**src/rtl/boot_pkg.sv**
```systemverilog
// Shared types for the boot loader: FSM state encoding and length-byte decoding.
package boot_pkg;

  typedef enum logic [2:0] {
    StLen    = 3'd0,
    StData   = 3'd1,
    StSetup  = 3'd2,
    StStrobe = 3'd3,
    StCsum   = 3'd4,
    StDone   = 3'd5,
    StError  = 3'd6
  } boot_state_e;

  // A length byte of zero encodes a full 256-byte image.
  localparam bit LenZeroMeans256 = 1'b1;

  function automatic logic [8:0] len_to_count(input logic [7:0] len);
    if (LenZeroMeans256 && (len == 8'd0)) begin
      return 9'd256;
    end
    return {1'b0, len};
  endfunction

endpackage

```
**src/rtl/bus_mux.sv**
```systemverilog
// Memory bus select: loader registers while loading, ctrl's bus once the load is done.
module bus_mux (
  input  logic       sel_ctrl_i,
  input  logic [7:0] ld_address_i,
  input  logic [7:0] ld_to_mem_i,
  input  logic       ld_mem_clock_i,
  input  logic       ld_mem_write_i,
  input  logic [7:0] ctrl_address_i,
  input  logic [7:0] ctrl_to_mem_i,
  input  logic       ctrl_mem_clock_i,
  input  logic       ctrl_mem_write_i,
  output logic [7:0] address_o,
  output logic [7:0] to_mem_o,
  output logic       mem_clock_o,
  output logic       mem_write_o
);

  always_comb begin
    if (sel_ctrl_i) begin
      address_o   = ctrl_address_i;
      to_mem_o    = ctrl_to_mem_i;
      mem_clock_o = ctrl_mem_clock_i;
      mem_write_o = ctrl_mem_write_i;
    end else begin
      address_o   = ld_address_i;
      to_mem_o    = ld_to_mem_i;
      mem_clock_o = ld_mem_clock_i;
      mem_write_o = ld_mem_write_i;
    end
  end

endmodule

```
**src/rtl/boot_loader.sv**
```systemverilog
// Loads a length-prefixed, checksummed byte stream into memory, then hands the bus to ctrl.
module boot_loader
  import boot_pkg::*;
#(
  parameter logic [7:0] BASE_ADDR = 8'h00
) (
  input  logic       clock,
  input  logic       reset_n,
  input  logic [7:0] in_data,
  input  logic       in_valid,
  output logic       in_ready,
  input  logic [7:0] ctrl_address,
  input  logic [7:0] ctrl_to_mem,
  input  logic       ctrl_mem_clock,
  input  logic       ctrl_mem_write,
  output logic [7:0] address,
  output logic [7:0] to_mem,
  output logic       mem_clock,
  output logic       mem_write,
  output logic       ctrl_run,
  output logic       load_error
);

  boot_state_e state_q, state_d;
  logic [8:0]  count_q, count_d;
  logic [7:0]  sum_q, sum_d;
  logic [7:0]  address_q, address_d;
  logic [7:0]  to_mem_q, to_mem_d;
  logic        mem_clock_q, mem_clock_d;
  logic        mem_write_q, mem_write_d;
  logic        accept;

  assign in_ready   = reset_n &&
                      ((state_q == StLen) || (state_q == StData) || (state_q == StCsum));
  assign accept     = in_valid && in_ready;
  assign ctrl_run   = (state_q == StDone);
  assign load_error = (state_q == StError);

  always_comb begin
    state_d     = state_q;
    count_d     = count_q;
    sum_d       = sum_q;
    address_d   = address_q;
    to_mem_d    = to_mem_q;
    mem_clock_d = mem_clock_q;
    mem_write_d = mem_write_q;
    unique case (state_q)
      StLen: begin
        if (accept) begin
          count_d = len_to_count(in_data);
          sum_d   = 8'd0;
          state_d = StData;
        end
      end
      StData: begin
        if (accept) begin
          to_mem_d    = in_data;
          sum_d       = sum_q + in_data;
          mem_write_d = 1'b1;
          state_d     = StSetup;
        end
      end
      StSetup: begin
        mem_clock_d = 1'b1;
        state_d     = StStrobe;
      end
      StStrobe: begin
        mem_clock_d = 1'b0;
        mem_write_d = 1'b0;
        address_d   = address_q + 8'd1;
        count_d     = count_q - 9'd1;
        state_d     = (count_q == 9'd1) ? StCsum : StData;
      end
      StCsum: begin
        if (accept) begin
          state_d = (in_data == sum_q) ? StDone : StError;
        end
      end
      StDone, StError: begin
        state_d = state_q;
      end
      default: begin
        state_d = StLen;
      end
    endcase
  end

  always_ff @(posedge clock) begin
    if (!reset_n) begin
      state_q     <= StLen;
      count_q     <= 9'd0;
      sum_q       <= 8'd0;
      address_q   <= BASE_ADDR;
      to_mem_q    <= 8'd0;
      mem_clock_q <= 1'b0;
      mem_write_q <= 1'b0;
    end else begin
      state_q     <= state_d;
      count_q     <= count_d;
      sum_q       <= sum_d;
      address_q   <= address_d;
      to_mem_q    <= to_mem_d;
      mem_clock_q <= mem_clock_d;
      mem_write_q <= mem_write_d;
    end
  end

  bus_mux u_bus_mux (
    .sel_ctrl_i       (state_q == StDone),
    .ld_address_i     (address_q),
    .ld_to_mem_i      (to_mem_q),
    .ld_mem_clock_i   (mem_clock_q),
    .ld_mem_write_i   (mem_write_q),
    .ctrl_address_i   (ctrl_address),
    .ctrl_to_mem_i    (ctrl_to_mem),
    .ctrl_mem_clock_i (ctrl_mem_clock),
    .ctrl_mem_write_i (ctrl_mem_write),
    .address_o        (address),
    .to_mem_o         (to_mem),
    .mem_clock_o      (mem_clock),
    .mem_write_o      (mem_write)
  );

endmodule
```
**config.mk**
```make
export PLATFORM = sky130hd
export DESIGN_NAME = boot_loader
export DESIGN_NICKNAME = d
export VERILOG_FILES = /design/src/rtl/boot_pkg.sv /design/src/rtl/bus_mux.sv /design/src/rtl/boot_loader.sv
export SDC_FILE = /design/constraint.sdc
export NUM_CORES = 1
export LEC_CHECK = 0
export CAP_MARGIN = 15
export CORE_UTILIZATION = 35
export CTS_CLUSTER_DIAMETER = 80
export DETAILED_ROUTE_END_ITERATION = 16
export PLACE_DENSITY = 0.59
export SLEW_MARGIN = 40
export SYNTH_ARGS = -nofsm -noshare
export SYNTH_HDL_FRONTEND = slang
export SYNTH_SLANG_ARGS = --single-unit
export TNS_END_PERCENT = 100
```
**constraint.sdc**
```tcl
create_clock -name clock -period 1.97 [get_ports clock]
set_input_delay 0.4925 -clock clock [delete_from_list [all_inputs] [get_ports clock]]
set_output_delay 0.4925 -clock clock [all_outputs]
set_load 0.02 [all_outputs]
```
## Yosys cells after proc, flatten, opt, wreduce, memory -nomap -nowiden

Cells that the tools add are included.

| storage, ports and cells | value |
|---|---|
| flip-flop bits (word level) | 38 |
| bits in latches | 0 |
| RAM bits | 0 |
| ROM bits | 0 |
| logic and storage cells | 61 |
| memories | 0 |

| cells by class | value |
|---|---|
| add/subtract/negate cells | 3 |
| $mul | 0 |
| div/mod/pow operators | 0 |
| magnitude comparators | 0 |
| equality and inequality tests | 11 |
| shift operators | 0 |
| muxes and demuxes | 23 |
| bitwise operators | 1 |
| reduce and logical (&&, ||, !) cells | 16 |

Operators by type and width:

| kind | number |
|---|---|
| 2-to-1 mux 8 bit | 4 |
| 2-to-1 mux 9 bit | 3 |
| one-hot mux 3 bit (6 select lines) | 1 |
| one-hot mux 9 bit (2 select lines) | 1 |
| one-hot mux 8 bit (2 select lines) | 1 |
| 2-to-1 mux 3 bit | 4 |
| == test 3 bit (second input constant) | 3 |
| == test 9 x 1 -> 1 bit (second input constant) | 1 |
| subtractor 9 x 1 -> 9 bit (second input constant) | 1 |
| adder 8 x 1 -> 8 bit (second input constant) | 1 |
| adder 8 bit | 1 |
| == test 8 bit | 1 |
| logical NOT 8 bit | 1 |
| nonzero test 2 bit | 4 |
| == test 3 x 2 -> 1 bit (second input constant) | 2 |
| 2-to-1 mux 1 bit | 6 |
| inequality test 2 bit (second input constant) | 3 |
| AND reduction 2 bit | 3 |
| one-hot mux 1 bit (2 select lines) | 2 |
| AND reduction 4 bit | 1 |
| == test 3 x 1 -> 1 bit (second input constant) | 1 |
| logical NOT 3 bit | 1 |
| AND reduction 3 bit | 1 |
| logical AND 1 bit | 2 |
| other kinds (4) | 5 |

## Depth between registers and ports, before layout

Gate-level depths: netlist of the first run.

| logic depth | value |
|---|---|
| word-level depth | 10 |
| gate-level depth with buffers | 8 |

## Modules after synthesis

From an unflattened synthesis of the first run, not the netlist that was laid out.

| unflattened totals | value |
|---|---|
| cell total of the unflattened synthesis | 272 |
| area, all modules | 2,376.0 µm² |

Modules (own cells, without submodules):

| module | times used | cells an instance | area an instance (µm²) |
|---|---|---|---|
| boot_loader | 1 | 252 | 2,104.5 |
| bus_mux | 1 | 20 | 271.5 |

## Worst setup path after synthesis of the first run

Ideal clock, no wire load.

| timing path | value |
|---|---|
| path kind | register to output |
| start | register state_q[2] |
| end | output port address[5] |
| arrival | 1.435 ns |
| required time | 1.477 ns |
| slack | 0.042 ns |
| stages on the path, launching flop included | 9 |
| buffers on the path | 3 |
| cell sequence | dfxtp_1 buf_6 inv_1 or3_1 buf_4 inv_4 buf_6 nand2_1 nand2_1 |

| between the ends | value |
|---|---|
| cells in the longest elaborated chain, start to end | 2 |

RTL lines:

| what | RTL line | text |
|---|---|---|
| start, declared | boot_loader.sv:24 | `boot_state_e state_q, state_d;` |
| start signal, assigned | boot_loader.sv:90 | `state_q <= StLen;` |
| start signal, assigned | boot_loader.sv:98 | `state_q <= state_d;` |
| == test 3 bit | -- |  |
| via ctrl_run | boot_loader.sv:20 | `output logic ctrl_run,` |
| 2-to-1 mux 8 bit | bus_mux.sv:19 | `if (sel_ctrl_i) begin` |
| end, declared | boot_loader.sv:16 | `output logic [7:0] address,` |

The timed path passes the listed nets, and every way through them passes these cells.

## Worst setup path after layout of the first run

| timing path | value |
|---|---|
| start | register state_q[2] |
| end | output port address[7] |

| between the ends | value |
|---|---|
| cells in the longest elaborated chain, start to end | 2 |

RTL lines:

| what | RTL line | text |
|---|---|---|
| == test 3 bit | boot_loader.sv:109 | `.sel_ctrl_i (state_q == StDone),` |
| 2-to-1 mux 8 bit | bus_mux.sv:19 |  |

No other way between the ends.

==> results of run 1 <==
==> metrics by stage <==
step / hold slack (ps) / worst slack, ps / area (um2)
global route: 478 / -215 / 3300
finish: 455 / -165 / 3300
global placement: 444 / -531 / 3030
CTS: 457 / -149 / 3210
floorplan: 436 / 42.5 / 2290
detailed placement: 447 / -548 / 3030
==> how the worst min path moves through the flow <==
stage / start / to / slack (ps)
after floorplan: sum_q[0] / sum_q[0] / 440
after global placement: sum_q[0] / sum_q[0] / 440
after detailed placement: to_mem_q[6] / to_mem_q[6] / 450
after CTS: to_mem_q[6] / to_mem_q[6] / 460
after global routing: sum_q[2] / sum_q[2] / 480
final: to_mem_q[4] / to_mem_q[4] / 450
==> placed cells by master, fill, tap and decap left out, drive strengths merged, types with 4 or more instances in the layout <==
master         instances
nand4                  5
a21o                   4
nor4                   4
nor3                   7
buf                   57
nor2                  18
ha                    10
nand3                 23
xnor2                  5
clkbuf                 7
nand2                 84
xor2                   9
dfxtp                 38
clkdlybuf4s50         27
inv                    8
o21ai                 10
a21oi                 30
a211oi                 6
==> critical path, cell delays in order, from the launching register on <==
cell and delay (ps):
dfxtp_2 340, inv_2 40, or3_4 430, buf_6 150, buf_12 130, nand2_2 60, nand2_1 60, buf_6 130
==> routing by layer <==
layer | vias up | share of wire (%) | global-route usage (%)
met3 | 7 | 4.2 | 2.49
met2 | 55 | 46 | 32.3
met5 | - | 0 | 0
met4 | 0 | 1.1 | 5.64
met1 | 1078 | 48 | 25.0
li1 | 1226 | - | -
==> report_power, final <==
group	leakage (nW)	internal, W	switching (W)	total [W]
logic	1.02	0.000207	0.000217	0.000424
registers	0.309	0.000802	0.0000305	0.000832
clock network	0.0482	0.000283	0.000283	0.000565
total	1.38	0.00129	0.000531	0.00182
==> kinds of logic after synthesis <==
kind of cell               count (synthesis)  synth area share [%]
and+or+nand+nor                          158                  32.0
AOI/OAI and AO/OA                         62                  16.8
DFF                                       38                  33.2
buffers and inverters                     26                  6.33
xor gates and xnor gates                  14                  5.35
adders and majority gates                 11                  6.33
==> cell usage after synthesis, types with 2 or more instances <==
cell type   n
a21o_1      4
clkbuf_1    3
or3_1       2
buf_4       4
nor3_1      6
nand2b_1    2
o21ai_0     8
ha_1       10
a31oi_1     2
dfxtp_1    38
and3_1      3
buf_1       2
xnor2_1     5
o21ai_1     2
nor2_1     18
buf_2       6
a211oi_1    6
inv_1       7
buf_6       3
nand2_1    84
xor2_1      9
nor4_1      4
a21oi_1    29
nand4_1     5
nand3_1    22
==> what timing repair did <==
| item | CTS | global route |
|---|---|---|
| pin swaps | 10 | 20 |
| gates resized for setup | 127 | 28 |
| cloned | 3 | 0 |
| endpoints found under the setup margin | 23 | 26 |
| endpoints found under the hold margin | 0 | 0 |
| buffers inserted | 2 | 1 |
==> sequential cells by signal, summed over array words and instances, names as in the netlist <==
name / count
address_q: 8
state_q: 3
mem_clock_q: 1
sum_q: 8
mem_write_q: 1
to_mem_q: 8
count_q: 9
==> layout make-up <==
class,instances,share of cell area (%)
Multi-Input combinational cell,245,44.6
Timing Repair Buffer,86,25.1
Sequential cell,38,23.2
Tap cell,77,2.92
Clock buffer,7,2.62
Inverter,8,0.987
Timing Repair inverter,2,0.456
Clock inverter,1,0.152
==> metrics.md, run 1 <==
| Metric | Value |
|---|---|
| Syn Nets | `349` |
| GRT Total Usage | `19.0%` |
| Initial antenna violation count | `0` |
| Share of cells above drive strength 1 | `27.1%` |
| Worst-case reg-to-reg path depth | `7` |
| Core area | `6350 um2` |
| Remaining Overflow, GRT | `0` |
| Synth warn | `0` |
| Mapped cell area | `about 2300 um2` |
| Non-Filler Instances | `464` |
| Post-synthesis sequential area ratio | `between 30% and 40%` |
| Hold crit path type | `flop to flop` |
| Final hold vios | `0` |
| Failing checks | `negative setup slack` |
| Fin crit period | `roughly 2100 ps` |
| RePlAce Congestion | `0.806` |
| Least-Margin Pin Slew | `between 500 and 600 ps` |
| Fill cells | `639` |
| Post-synthesis async set-or-reset flop share | `0%` |
| Sinks on the clock net | `38` |
| Max-cap check violation count | `0` |
| Leakage | `1.38 nW` |
| H-tree depth | `2` |
| WP data required | `1480 ps` |
| DRC | `0` |
| Via density | `5.10` |
| R2R Setup Slk | `250 ps` |
| Synth unique cells | `50` |
| Post-synth top area cell | `dfxtp_1` |
| CTS tree | `yes` |
| Area grow syn2layout | `43.7%` |
| Nets | `426` |
| CP Capture Point | `address[7]` |
| Worst Path Arrival | `~1600 ps` |
| DP Cell Count | `450` |
| Port Buffers | `49` |
| Setup slack after layout | `-165 ps` |
| Synth top area share | `33.2%` |
| Post-DP HPWL | `between 4000 and 5000 um` |
| Skew-Pair Late Insertion Delay | `290 ps` |
| Slew Limit Fails | `0` |
| #FFs+latches synth | `38` |
| Pwr Density | `between 500 and 600 nW/um2` |
| Wire per inst | `approximately 13 um` |
| Antenna Diode Count | `0` |
| Post-synth EDFFs | `0` |
| TritonCTS Buffers | `5` |
| Average cell area after synthesis | `7.42 um2` |
| CP endpoint kind | `output pin` |
| Fmax | `between 400 and 500 MHz` |
| Width of the die | `83.0 um` |
| R2r startpoint | `sum_q[0]` |
| Crit path launch type | `flop` |
| Die area | `6880 um2` |
| Fin crit share | `108%` |
| CTS Hold Bufs | `0` |
| Core Rows | `29` |
| Hold Path Depth | `2` |
| Global-route wire length before repair | `approximately 11000 um` |
| Routed via count | `2366` |
| Total negative setup slack | `-2530 ps` |
| Vias in the first global route | `2301` |
| RSZ-0062 raised after global routing | `yes` |
| Drt pass-1 iters | `4` |
| CTS clk-pin slew, worst paths | `80 ps` |
| Top cells by area, synth | `dfxtp_1, nand2_1, a21oi_1` |
| Reg area | `763 um2` |
| Final WL | `6250 um` |
| Finished Core Util | `51.9%` |
| IR Drop Worst-Case VDD | `247 uV` |
| Setup Skew | `roughly 7.6 ps` |
| CP max FO | `9` |
| Setup CP Type | `flop to output pin` |
| Pin count of the biggest net entering global routing | `34` |
| Top FF cell, synth | `dfxtp_1` |
| Antenna viol nets, final | `0` |
| Cell count after synthesis | `309` |
| Multi-input logic area | `1470 um2` |
| Status | `complete, but fails checks` |
| Initial core utilization | `about 36%` |
| Worst rel slew slack | `60.4%` |
| Worst Setup SP | `state_q[2]` |
| Die height | `83.0 um` |
| Final setup viols | `19` |
| Reg2reg end | `sum_q[4]` |
| Root Buffer | `clkbuf_8` |
| Worst-case clock buffer depth | `2` |
| I/O pin cnt | `50` |
| Total power | `0.00182 W` |
| Drt first-iter violations | `79` |
(Power assumes the default switching activity.)
==> run 2, diff against run 1 <==
--- a/config.mk
+++ b/config.mk
@@ -6,6 +6,7 @@
 export NUM_CORES = 1
 export LEC_CHECK = 0
 export CAP_MARGIN = 15
+export CORE_ASPECT_RATIO = 0.5
 export CORE_UTILIZATION = 35
 export CTS_CLUSTER_DIAMETER = 80
 export DETAILED_ROUTE_END_ITERATION = 16
@@ -13,5 +14,6 @@
 export SLEW_MARGIN = 40
 export SYNTH_ARGS = -nofsm -noshare
 export SYNTH_HDL_FRONTEND = slang
+export SYNTH_HIERARCHICAL = 1
 export SYNTH_SLANG_ARGS = --single-unit
 export TNS_END_PERCENT = 100
==> metrics.md, run 2 <==
| Metric | Value |
|---|---|
| Core Rows | `20 (-31%)` |
| Status | `complete, but fails checks` |
| Share of cells above drive strength 1 | `30.6% (+3.5 points)` |
| Final setup viols | `12 (-7)` |
| Post-synthesis sequential area ratio | `32.0% (-1.2 points)` |
| RSZ-0062 raised after global routing | `yes` |
| Average cell area after synthesis | `8.74 um2 (+18%)` |
| Setup slack after layout | `-53.6 ps (+112 ps)` |
| Die area | `7140 um2 (+3.8%)` |
| Clock power frac | `42.0% (+11 points)` |
| CP endpoint kind | `output pin` |
| GRT Total Usage | `19.7% (+0.67 points)` |
| Mapped cell area | `2380 um2 (+3.6%)` |
| Core area | `6310 um2 (-0.69%)` |
| Antenna viol nets, final | `0 (unchanged)` |
| Largest register FFs | `9 (unchanged)` |
| Routed via count | `2252 (-4.8%)` |
| Syn Nets | `312 (-11%)` |
| Wire per inst | `15.3 um (+14%)` |
| Most frequent cell after synthesis | `nand2_1` |
| RePlAce Congestion | `0.863 (+7.1%)` |
| Die height | `60.3 um (-27%)` |
| Port Buffers | `49 (unchanged)` |
| Finished Core Util | `57.3% (+5.4 points)` |
| Setup Skew | `7.70 ps (+0.126 ps)` |
| Setup CP Type | `flop to output pin` |
| Synth warn | `6 (+6)` |
| Sinks on the clock net | `38 (unchanged)` |
| Width of the die | `119 um (+43%)` |
| Commonest non-fill, non-tap cell in the layout | `nand2_1` |
| Sw power | `0.000583 W (+9.8%)` |
| Post-synthesis async set-or-reset flop share | `0% (unchanged)` |
| Sequential share of power | `37.1% (-8.6 points)` |
| Least-Margin Pin Slew | `476 ps (-112 ps)` |
| Area grow syn2layout | `52.1%` |
| Pin count of the biggest net entering global routing | `23 (-32%)` |
| Drt pass-1 iters | `4 (unchanged)` |
| Remaining Overflow, GRT | `0 (unchanged)` |
| Hold crit path type | `flop to flop` |
| Switching share of power | `25.9% (-3.3 points)` |
| CTS tree | `yes` |
| Post-DP HPWL | `4740 um (+9.8%)` |
| Initial antenna violation count | `0 (unchanged)` |
| Delay of the slowest cell on the worst path | `330 ps (-100 ps)` |
| Pwr Density | `623 nW/um2 (+13%)` |
| DRC | `0 (unchanged)` |
| Initial core utilization | `37.7% (+1.6 points)` |
| WP data required | `1480 ps (about the same)` |
| CP max FO | `5 (-4)` |
| Via density | `5.07 (-0.53%)` |
| Failing checks | `negative setup slack` |
| Cell count after synthesis | `272 (-12%)` |
| CP max-delay cell | `dfxtp_2` |
| Fin crit period | `2020 ps (-112 ps)` |
| TritonCTS Buffers | `5 (unchanged)` |
| Nets | `396 (-7.0%)` |
| Pint | `0.00167 W (+29%)` |
| Top FF cell, synth | `dfxtp_1` |
| Post-synth top area cell | `dfxtp_1` |
| Crit path launch type | `flop` |
| Total power | `0.00225 W (+24%)` |
| Total negative setup slack | `-361 ps (+2170 ps)` |
| H-tree depth | `2 (unchanged)` |
| Synth top cells by count | `nand2_1, dfxtp_1, a21boi_0` |
| Commonest cells after routing, fill and taps aside | `nand2_1, dfxtp_1, buf_4` |
| Synth top area share | `32.0% (-1.2 points)` |
| #FFs+latches synth | `38 (unchanged)` |
| Synth unique cells | `49 (-2.0%)` |
| CTS clk-pin slew, worst paths | `60 ps (-20 ps)` |
| Vias in the first global route | `2171 (-5.6%)` |
| Skew-Pair Late Insertion Delay | `280 ps (about the same)` |
| Worst Path Arrival | `1530 ps (-110 ps)` |
| Antenna Diode Count | `0 (unchanged)` |
| Final hold vios | `0 (unchanged)` |
| Worst-case clock buffer depth | `2 (unchanged)` |
| Leakage | `1.47 nW (+6.6%)` |
| Fmax | `494 MHz (+5.5%)` |
| Post-synth EDFFs | `0 (unchanged)` |
| Max-cap check violation count | `0 (unchanged)` |
| Global-route wire length before repair | `10700 um (-1.0%)` |
| Worst rel slew slack | `68.3% (+7.8 points)` |
| Fin crit share | `103% (-5.7 points)` |
| IR Drop Worst-Case VDD | `402 uV (+63%)` |
| Gate power share | `21.0% (-2.3 points)` |
| Top cells by area, synth | `dfxtp_1, mux2_4, nand2_1` |
| I/O pin cnt | `50 (unchanged)` |
| Top cell by count, worst path | `buf_6` |
| Drt first-iter violations | `119 (+51%)` |
| Root Buffer | `clkbuf_16` |
| Worst-path cell chain | `nand2_2, nor2_4, buf_6, clkbuf_16, mux2_4, buf_6` |
| Final WL | `6810 um (+8.9%)` |
| Slew Limit Fails | `0 (unchanged)` |
| Most flop-heavy register | `count_q` |
-- run 2: layer usage --
metal  share of wire (%)  track usage [%]  up-vias
li1                    -                -     1142
met1                  49             25.0     1051
met2                  45             34.6       47
met3                 4.5             3.72       12
met4                 1.9             5.97        0
met5                   0                0        -
-- run 2: layout make-up --
cell class,instances,area (um2)
fill,570,2690
tap,88,110
timing repair buffer,92,882
clock inverter,1,30.0
clock buffer,6,139
multi-input combinational,216,1680
inverter,3,11.3
sequential,38,763
-- run 2: path summary, 6_finish.rpt --
kind | from | endpoint | slack, ps | cells after the start
worst min-delay path | to_mem_q[0] | to_mem_q[0] | 460 | 2
worst max register to register | count_q[0] | count_q[8] | 190 | 7
worst min register to register | to_mem_q[0] | to_mem_q[0] | 460 | 2
worst max-delay path | state_q[2] | address[1] | -50 | 6
-- run 2: worst max-delay path, delay by kind of cell (launching register included) --
kind	cells	cell delay, ps
buffers and inverters	3	420
flip-flops	1	330
multiplexers	1	300
AND/OR/NAND/NOR	2	190
-- run 2: through the flow --
| stage | instance area [um2] | std cells | worst slack [ps] | hold WS [ps] |
|---|---|---|---|---|
| finish | 3610 | 444 | -53.6 | 463 |
| global route | 3610 | 444 | -97.8 | 504 |
| CTS | 3400 | 441 | -168 | 465 |
| detailed placement | 3170 | 429 | -544 | 457 |
| global placement | 3170 | 429 | -498 | 450 |
| floorplan | 2410 | 272 | 9.22 | 441 |
-- run 2: cells by family (layout without fill, tap and decap cells) --
family / Yosys count / after routing / synth area share (%)
mux: 18 / 18 / 10.1
simple gates: 111 / 111 / 24.6
buf+inv: 18 / 102 / 4.16
flops: 38 / 38 / 32.0
xor+xnor: 13 / 13 / 4.79
compound gates: 63 / 63 / 18.2
fa+ha+maj: 11 / 11 / 6.11
-- run 2: what timing repair did --
| action | in CTS | in global routing |
|---|---|---|
| cloned | 1 | 1 |
| hold endpoints to repair | 0 | 0 |
| resized for setup | 98 | 56 |
| hold buffers | 0 | 0 |
| pin swaps | 2 | 7 |
| buffers inserted | 4 | 3 |
| setup endpoints to repair | 27 | 29 |
-- run 2: power by group through the flow --
| stage | registers (W) | clock network [W] | logic [W] |
|---|---|---|---|
| 6_report | 0.000835 | 0.000945 | 0.000472 |
| 5_1_grt | 0.000840 | 0.000991 | 0.000514 |
| 4_1_cts | 0.000834 | 0.000958 | 0.000443 |
| 3_5_place_dp | 0.000848 | 0 | 0.000436 |
| 3_3_place_gp | 0.000847 | 0 | 0.000429 |
| 2_1_floorplan | 0.000839 | 0 | 0.000254 |
